===== config.mk =====
export PLATFORM = sky130hd
export DESIGN_NAME = pwm_capture
export DESIGN_NICKNAME = d
export VERILOG_FILES = /design/src/rtl/pwm_capture.sv
export SDC_FILE = /design/constraint.sdc
export NUM_CORES = 1
export LEC_CHECK = 0
export BUFFER_PORTS_ARGS = -buffer_cell sky130_fd_sc_hd__buf_2
export CORE_MARGIN = 3
export CORE_UTILIZATION = 45
export DETAILED_ROUTE_END_ITERATION = 8
export PLACE_DENSITY = 0.66
export REMOVE_ABC_BUFFERS = 1
export SYNTH_ARGS = -nofsm -noshare
export SYNTH_HDL_FRONTEND = slang
export SYNTH_SLANG_ARGS = --single-unit
export TNS_END_PERCENT = 5

===== constraint.sdc =====
create_clock -name clk -period 1.92 [get_ports clk]
set_input_delay 0.192 -clock clk [delete_from_list [all_inputs] [get_ports clk]]
set_output_delay 0.192 -clock clk [all_outputs]
set_load 0.02 [all_outputs]

===== src/rtl/pwm_capture.sv =====
// ---------------------------------------------------------------------------
// PwmCapture (module pwm_capture)
//
// Purpose:
//   Read-back monitor for the photonic-switch PWM line. It measures each
//   complete PWM cycle in core-clock cycles and reports the high time and the
//   rising-to-rising period with a one-cycle valid strobe. A line that stays
//   stuck high or stuck low is reported with a one-cycle timeout strobe,
//   together with the level the line was stuck at.
//
// Ports:
//   clk         - core clock
//   reset       - synchronous, active-high reset
//   en          - measurement enable; dropping it abandons any partial period
//   pwm_in      - PWM line under test, may be asynchronous to clk
//   high_cnt    - cycles the line was high in the last complete period
//   period_cnt  - cycles from one rising edge to the next
//   valid       - one-cycle strobe when high_cnt/period_cnt update
//   timeout     - one-cycle strobe when no expected edge arrives in time
//   stuck_level - synchronized line level captured when timeout fired
//   busy        - high while a period is being measured
// ---------------------------------------------------------------------------
module pwm_capture #(
    parameter int          CW      = 16,
    parameter int unsigned TIMEOUT = 50000
) (
    input  logic          clk,
    input  logic          reset,
    input  logic          en,
    input  logic          pwm_in,
    output logic [CW-1:0] high_cnt,
    output logic [CW-1:0] period_cnt,
    output logic          valid,
    output logic          timeout,
    output logic          stuck_level,
    output logic          busy
);

    localparam logic [CW-1:0] TimeoutVal = CW'(TIMEOUT);
    localparam logic [CW-1:0] CountOne   = CW'(1);

    typedef enum logic [1:0] {
        IDLE,
        ARM,
        MEAS_HIGH,
        MEAS_LOW
    } state_t;

    state_t        state_q;

    logic          pwmMeta_q;
    logic          pwmS_q;
    logic          pwmD_q;
    logic          rise;
    logic          fall;

    logic [CW-1:0] cnt_q;
    logic [CW-1:0] cnt_d;
    logic [CW-1:0] hiTmp_q;
    logic [CW-1:0] idleCnt_q;
    logic [CW-1:0] idleCnt_d;
    logic          cntExpired;
    logic          idleExpired;

    logic [CW-1:0] highCnt_q;
    logic [CW-1:0] periodCnt_q;
    logic          valid_q;
    logic          timeout_q;
    logic          stuckLevel_q;

    // Two flops bring the asynchronous line into the clock domain; the third
    // flop gives the previous synchronized sample so both edges are detected
    // with the same latency, which keeps the measured widths unbiased.
    always_ff @(posedge clk) begin
        if (reset) begin
            pwmMeta_q <= 1'b0;
            pwmS_q    <= 1'b0;
            pwmD_q    <= 1'b0;
        end else begin
            pwmMeta_q <= pwm_in;
            pwmS_q    <= pwmMeta_q;
            pwmD_q    <= pwmS_q;
        end
    end

    // Edge strobes on the synchronized line, each high for exactly one cycle.
    always_comb begin
        rise = pwmS_q & ~pwmD_q;
        fall = ~pwmS_q & pwmD_q;
    end

    // Next values of the two counters. They saturate at all-ones so that a
    // timeout threshold at the very top of the range can never be skipped by
    // a wrap; with a legal threshold the compare fires long before that.
    always_comb begin
        cnt_d       = (cnt_q == '1) ? cnt_q : cnt_q + CountOne;
        idleCnt_d   = (idleCnt_q == '1) ? idleCnt_q : idleCnt_q + CountOne;
        cntExpired  = (cnt_q >= TimeoutVal);
        idleExpired = (idleCnt_q >= TimeoutVal);
    end

    // Measurement state machine with registered outputs.
    //  - cnt is loaded with 1 on the cycle a rise is seen, so on the cycle the
    //    matching fall is seen it already equals the high time, and on the
    //    cycle the next rise is seen it equals the full period.
    //  - The expected edge always has priority over the timeout compare.
    //  - Entering ARM loads the idle counter with 1, so it counts ARM cycles
    //    including the current one; this makes repeated timeouts on a stuck
    //    line exactly TIMEOUT cycles apart.
    //  - Timeouts never touch high_cnt/period_cnt.
    always_ff @(posedge clk) begin
        if (reset) begin
            state_q      <= IDLE;
            cnt_q        <= '0;
            hiTmp_q      <= '0;
            idleCnt_q    <= '0;
            highCnt_q    <= '0;
            periodCnt_q  <= '0;
            valid_q      <= 1'b0;
            timeout_q    <= 1'b0;
            stuckLevel_q <= 1'b0;
        end else begin
            valid_q   <= 1'b0;
            timeout_q <= 1'b0;

            case (state_q)
                IDLE: begin
                    cnt_q     <= '0;
                    hiTmp_q   <= '0;
                    idleCnt_q <= '0;
                    if (en) begin
                        state_q   <= ARM;
                        idleCnt_q <= CountOne;
                    end
                end

                ARM: begin
                    if (!en) begin
                        state_q   <= IDLE;
                        cnt_q     <= '0;
                        hiTmp_q   <= '0;
                        idleCnt_q <= '0;
                    end else if (rise) begin
                        state_q   <= MEAS_HIGH;
                        cnt_q     <= CountOne;
                        hiTmp_q   <= '0;
                        idleCnt_q <= '0;
                    end else if (idleExpired) begin
                        timeout_q    <= 1'b1;
                        stuckLevel_q <= pwmS_q;
                        idleCnt_q    <= CountOne;
                    end else begin
                        idleCnt_q <= idleCnt_d;
                    end
                end

                MEAS_HIGH: begin
                    if (!en) begin
                        state_q   <= IDLE;
                        cnt_q     <= '0;
                        hiTmp_q   <= '0;
                        idleCnt_q <= '0;
                    end else if (fall) begin
                        state_q <= MEAS_LOW;
                        hiTmp_q <= cnt_q;
                        cnt_q   <= cnt_d;
                    end else if (cntExpired) begin
                        state_q      <= ARM;
                        timeout_q    <= 1'b1;
                        stuckLevel_q <= pwmS_q;
                        cnt_q        <= '0;
                        hiTmp_q      <= '0;
                        idleCnt_q    <= CountOne;
                    end else begin
                        cnt_q <= cnt_d;
                    end
                end

                MEAS_LOW: begin
                    if (!en) begin
                        state_q   <= IDLE;
                        cnt_q     <= '0;
                        hiTmp_q   <= '0;
                        idleCnt_q <= '0;
                    end else if (rise) begin
                        // The rise that closes this period also opens the
                        // next one, so back-to-back periods have no gap.
                        state_q     <= MEAS_HIGH;
                        periodCnt_q <= cnt_q;
                        highCnt_q   <= hiTmp_q;
                        valid_q     <= 1'b1;
                        cnt_q       <= CountOne;
                        hiTmp_q     <= '0;
                    end else if (cntExpired) begin
                        state_q      <= ARM;
                        timeout_q    <= 1'b1;
                        stuckLevel_q <= pwmS_q;
                        cnt_q        <= '0;
                        hiTmp_q      <= '0;
                        idleCnt_q    <= CountOne;
                    end else begin
                        cnt_q <= cnt_d;
                    end
                end

                default: begin
                    state_q   <= IDLE;
                    cnt_q     <= '0;
                    hiTmp_q   <= '0;
                    idleCnt_q <= '0;
                end
            endcase
        end
    end

    // Output drive; busy is decoded straight from the state register.
    always_comb begin
        high_cnt    = highCnt_q;
        period_cnt  = periodCnt_q;
        valid       = valid_q;
        timeout     = timeout_q;
        stuck_level = stuckLevel_q;
        busy        = (state_q == MEAS_HIGH) || (state_q == MEAS_LOW);
    end

endmodule

==> results_dict.tcl, run 1 <==
set metrics [dict create \
    tns_ns 0 \
    ir_drop_v 0.000317 \
    endpoint_kind "flop" \
    hold_slack_ns 0.0372 \
    place_area_sq_um 4410 \
    drt-total-wl_mm 8.87 \
    ys_seq_area_share_pct 45.2 \
    io_buffers 39 \
    synth.area.top_cells "dfxtp_1 (45%), nand2_1 (8.9%), a21oi_1 (6.5%), a22o_1 (3.6%), nor2_1 (3.2%)" \
    crit_path_start_kind "flop" \
    drtAntennaViolNets 0 \
    fp.dieH_um 99.1 \
    cts_buffers 9 \
    rrSetupSlack_ns 0.03 \
    synth_compound_area_share_pct 19.4 \
    grt_setup_unrepaired "true" \
    dp.cells 618 \
    setup_viol 0 \
    p_total_mw 3.39 \
    synth_edf_count 0 \
    fin_worst_skew_ns 0.00847 \
    status "complete, no violations" \
    post_synth.cell_area_avg_sq_um 8.38 \
    powerDensity_nw_per_um2 727 \
    die_w_um 99.1 \
    viasPerCell 5.46 \
    h-tree-depth 3 \
    first_iter_violations 135 \
    fin_cells 634 \
    r2r-start "cnt_q[0]" \
    cts_hold_buffers 0 \
    synth-async-reset-ratio_pct 0 \
    drc 0 \
    drive_gt1_share_pct 22.3 \
    period_share_pct 98.3 \
    vias 3464 \
    hold_depth 2 \
    cts_buffer_depth 2 \
    min-delay-path-class "input port to flop" \
    nets 532 \
    syn_area_sq_um 3900 \
    finalHoldViolCount 0 \
    ys_ff_latch 88 \
    synth_cell_types 56 \
    grt_pass1_vias 3228 \
    start_util_pct 47.0 \
    area_growth_syn_to_layout_pct 19.6 \
    synth_xor_area_share_pct 2.25 \
    ioPinCount 40 \
    final_area_sq_um 4660 \
    synth_top_area_cell "dfxtp_1" \
    drv_slew 0 \
    ys_warn_count 0 \
    grt_max_degree 59 \
    rr_worst_depth 6 \
    place_ws_ns 0.0476 \
    final_util_pct 56.2 \
    synth_common_cells "nand2_1 (92), dfxtp_1 (88), a21oi_1 (51)" \
    grt_pass1_wl_mm 15.4 \
    cts_tree "done" \
    gp_congestion 0.966 \
    die-area_sq_um 9810 \
    min_to "pwmMeta_q" \
    total_leakage_power_nw 1.77 \
    synth_mux_area_share_pct 1.12 \
    synthAdderAreaFrac_pct 1.28 \
    synth_top_flop_cell "dfxtp_1" \
    cap_violations 0 \
    antenna_found_initial 0 \
    synth_top_family_by_area "simple AND/OR/NAND/NOR gates" \
    clock-sinks 88 \
    worstHoldStart "pwm_in" \
    worstReg2RegEnd "cnt_q[8]" \
    diodes 0 \
    worstMarginPinSlew_ns 0.612 \
    wl_per_cell_um 14.0 \
    final.setup.worst_slack_ns 0.0335 \
    first_pass_iters 4 \
    required_ns 2.20 \
    synth_top_area_share_pct 45.2 \
    gr-usage-all-layers_pct 19.1 \
    fillCellCount 785 \
    worstSkewPairLatency_ns 0.36 \
    synth_most_common_cell "nand2_1" \
    fmaxAchievable_mhz 530 \
    rows 33 \
    critical_path_class "flop to flop" \
    synth_cells 465 \
    dp_hpwl_mm 6.28 \
    worstPathMaxFanout 4 \
    fin_crit_ns 1.89 \
    cts-root-buf "clkbuf_8" \
    slew_headroom_pct 59.2 \
    clk_pin_slew_worst_paths_ns 0.09 \
    core_sq_um 8300 \
    gr-total-overflow 0 \
    synth-simple-area-share_pct 26.6 \
    crit_arrival_ns 2.17 \
]
==> repair_timing <==
item / CTS / global route
setup buffers: 0 / 0
gates resized for setup: 0 / 7
setup endpoints to repair: 0 / 10
==> sequential cells by signal (all words and copies together) (netlist names) <==
signal,count
period_cnt,16
hiTmp_q,16
state_q,2
pwmD_q,1
cnt_q,16
timeout,1
pwmS_q,1
high_cnt,16
idleCnt_q,16
stuck_level,1
pwmMeta_q,1
valid,1
==> report_power, final <==
group	internal (mW)	switching, mW
Clock	0.807	0.650
Sequential	1.83	0.00633
Combinational	0.0352	0.0620
Total	2.67	0.718
==> cell usage in the layout (no fill, tap or decap), types with 3 or more instances in the layout <==
| master | instances |
|---|---|
| nand3_1 | 18 |
| o21ai_0 | 5 |
| and3_1 | 6 |
| mux2_2 | 3 |
| nor3b_1 | 3 |
| clkbuf_8 | 11 |
| buf_2 | 39 |
| a31oi_1 | 8 |
| o21a_1 | 4 |
| nor2b_1 | 5 |
| nor4_1 | 4 |
| a211oi_1 | 3 |
| a311oi_1 | 4 |
| nand2_1 | 92 |
| dfxtp_1 | 85 |
| nand2b_1 | 7 |
| buf_4 | 40 |
| ha_1 | 3 |
| nor3_1 | 10 |
| a21oi_1 | 50 |
| inv_1 | 6 |
| and2_1 | 5 |
| nand4_1 | 7 |
| xnor2_1 | 10 |
| a22o_1 | 16 |
| dfxtp_2 | 3 |
| nand3b_1 | 3 |
| nor2_1 | 32 |
==> layout make-up <==
class	count	area, sq um	area share (%)
repair buffers	80	515	11.1
well taps	105	131	2.82
clock inverters	4	76.3	1.64
multi-input cells	339	2000	42.8
inverters	6	22.5	0.483
clock buffers	12	155	3.33
flip-flops and latches	88	1770	37.9
==> worst max-delay path: stages, from the launching register on <==
cell and delay (ns):
dfxtp_1 0.34, ha_2 0.20, and3_1 0.20, nand3_1 0.12, or4_4 0.43, or3b_1 0.38
a31oi_1 0.15
==> worst max path at each step <==
stage          startpoint      endpoint  cells after the start
2_1_floorplan  state_q[1]  idleCnt_q[7]                      5
3_3_place_gp     cnt_q[0]      cnt_q[8]                      6
3_5_place_dp   state_q[0]  idleCnt_q[2]                      5
4_1_cts        state_q[0]  idleCnt_q[2]                      5
5_1_grt         cnt_q[11]      cnt_q[8]                      4
6_report         cnt_q[0]      cnt_q[8]                      6
==> kinds of logic (layout without fill, tap and decap cells) <==
logic type,Yosys count,after routing
flip-flops,88,88
XOR/XNOR,10,10
multiplexers,4,4
AO/OA/AOI/OAI,111,111
buffers and inverters,38,102
adder cells (fa/ha/maj),4,4
AND/OR/NAND/NOR,210,210
==> metal layers <==
layer / wire length [um] / up-vias / GRT usage, %
met2: 4180 / 65 / 30.5
met4: 168 / 0 / 7.98
met5: 0 / - / 0
li1: - / 1758 / -
met1: 4150 / 1626 / 24.9
met3: 374 / 15 / 4.03
Power figures use the tool's default switching activity.
==> run 2: changes to the inputs <==
--- a/config.mk
+++ b/config.mk
@@ -9,6 +9,7 @@
 export CORE_MARGIN = 3
 export CORE_UTILIZATION = 45
 export DETAILED_ROUTE_END_ITERATION = 8
+export GPL_TIMING_DRIVEN = 0
 export PLACE_DENSITY = 0.66
 export REMOVE_ABC_BUFFERS = 1
 export SYNTH_ARGS = -nofsm -noshare
==> run 2 against run 1 <==
- the flow now finishes with violations (negative setup slack)
- largest power group unchanged
- worst setup slack worse by 0.065 ns
- clock skew is 0.0048 ns higher
- non-clock buffer count is 38 lower
- core utilization is 2.4 points lower
- sequential power hardly changed
- flip-flop and latch count stayed put
- global-route usage is 0.80 points lower
- clock power is 13% lower
- first-iteration DRC count is 4.4% higher
- final cell count is 5.8% lower
==> results_dict.tcl, run 2 (synthesized netlist as in run 1, its figures left out) <==
set metrics [dict create \
    status "complete, but fails checks" \
    violations "negative setup slack" \
    finalHoldViolCount 0 \
    ir_drop_v 0.000367 \
    fp.dieH_um 99.1 \
    grt_setup_unrepaired "true" \
    critical_path_class "flop to flop" \
    area_growth_syn_to_layout_pct 14.4 \
    grt_max_degree 60 \
    power_frac_clock_pct 39.8 \
    crit_arrival_ns 2.23 \
    worstMarginPinSlew_ns 0.675 \
    p_total_mw 3.19 \
    drtAntennaViolNets 0 \
    fin_worst_skew_ns 0.0133 \
    dp.cells 578 \
    grt_pass1_vias 3199 \
    p_comb_share_pct 2.7 \
    core_sq_um 8300 \
    ioPinCount 40 \
    viasPerCell 5.62 \
    drc 0 \
    cts-root-buf "clkbuf_8" \
    drive_gt1_share_pct 20.1 \
    switching_share_pct 23.0 \
    cts_tree "done" \
    io_buffers 39 \
    min-delay-path-class "input port to flop" \
    rows 33 \
    powerDensity_nw_per_um2 714 \
    die_w_um 99.1 \
    drt-total-wl_mm 8.66 \
    antenna_found_initial 0 \
    clk_pin_slew_worst_paths_ns 0.08 \
    fin_cells 597 \
    endpoint_kind "flop" \
    hold_depth 2 \
    cap_violations 0 \
    p_int_mw 2.45 \
    die-area_sq_um 9810 \
    gp_congestion 0.894 \
    nets 495 \
    required_ns 2.19 \
    first_pass_iters 4 \
    crit_path_start_kind "flop" \
    diodes 0 \
    switchingPower_mw 0.733 \
    mostFrequentLayoutCells "nand2_1 (91), dfxtp_1 (77), a21oi_1 (50), buf_2 (38), nor2_1 (30)" \
    worstPathMaxFanout 7 \
    grt_pass1_wl_mm 14.9 \
    start_util_pct 47.0 \
    h-tree-depth 3 \
    period_share_pct 102 \
    worstSkewPairLatency_ns 0.36 \
    first_iter_violations 141 \
    wl_per_cell_um 14.5 \
    dp_hpwl_mm 5.64 \
    setup_viol 1 \
    cts_buffers 9 \
    gr-usage-all-layers_pct 18.3 \
    slew_headroom_pct 54.8 \
    final_common_cell "nand2_1" \
    drv_slew 0 \
    cts_buffer_depth 2 \
    fmaxAchievable_mhz 512 \
    final.setup.worst_slack_ns -0.0313 \
    fin_crit_ns 1.95 \
    total_leakage_power_nw 1.56 \
    clock-sinks 88 \
    vias 3355 \
    gr-total-overflow 0 \
    p_seq_share_pct 57.5 \
    rr_worst_depth 6 \
]
## run 2: cell types whose count changed in the layout (fill, tap and decap cells not counted), moves of 3 or more
| cell | delta |
|---|---|
| nor4_1 | -3 |
| buf_4 | -37 |
| dfxtp_4 | +5 |
| dfxtp_2 | +3 |
| dfxtp_1 | -8 |
| nor4_2 | +3 |
## run 2: repair_timing
action | CTS | global route
setup endpoints to repair | 78 | 77
buffers inserted | 1 | 1
gates cloned | 1 | 0
hold buffers | 0 | 0
pin swaps | 3 | 13
gates resized for setup | 21 | 17
## run 2: metal layers
layer / part of all wire [%] / global-route usage, %
met1: 46 / 22.9
met2: 48 / 30.4
met3: 5.2 / 4.60
met4: 1.1 / 6.62
met5: 0 / 0
## run 2: cell type report
type | count | area [sq um]
Inverter | 6 | 22.5
Tap cell | 105 | 131
Multi-Input combinational cell | 340 | 2090
Clock inverter | 6 | 70.1
Clock buffer | 10 | 128
Fill cell | 802 | 3840
Timing Repair Buffer | 42 | 228
Sequential cell | 88 | 1790
## run 2: per-stage QoR
stage	setup TNS, ns	area (sq um)	utilization, %	hold slack (ns)	setup WS, ns
floorplan	-8.50	3760	-	0.261	-0.502
global route	-1.55	4460	53.7	0.0803	-0.132
global placement	-40.70	4090	49.2	0.407	-0.852
finish	-0.0313	4460	53.7	0.0542	-0.0313
CTS	-0.183	4390	52.8	0.0456	-0.101
detailed placement	-22.65	4100	49.4	0.413	-0.941
## run 2: power by group through the flow
stage	logic, mW	clock network (mW)	registers (mW)
2_1_floorplan	0.0392	0	1.88
6_report	0.0846	1.27	1.83
3_3_place_gp	0.0737	0	1.88
5_1_grt	0.0953	1.38	1.83
3_5_place_dp	0.0755	0	1.88
4_1_cts	0.0820	1.30	1.84
## run 2: worst paths after layout
kind | start | endpoint | slack, ns
hold / removal | pwm_in | pwmMeta_q | 0.05
setup reg to reg | cnt_q[0] | cnt_q[8] | -0.03
hold reg to reg | pwmMeta_q | pwmS_q | 0.44
setup / recovery | cnt_q[0] | cnt_q[8] | -0.03
## run 2: worst max-delay path: stages (launching register included)
cell and delay, ns:
dfxtp_4 0.40, ha_4 0.16, and3_4 0.20, nand3_1 0.11, or4_4 0.45, or3b_1 0.38, a31oi_1 0.17
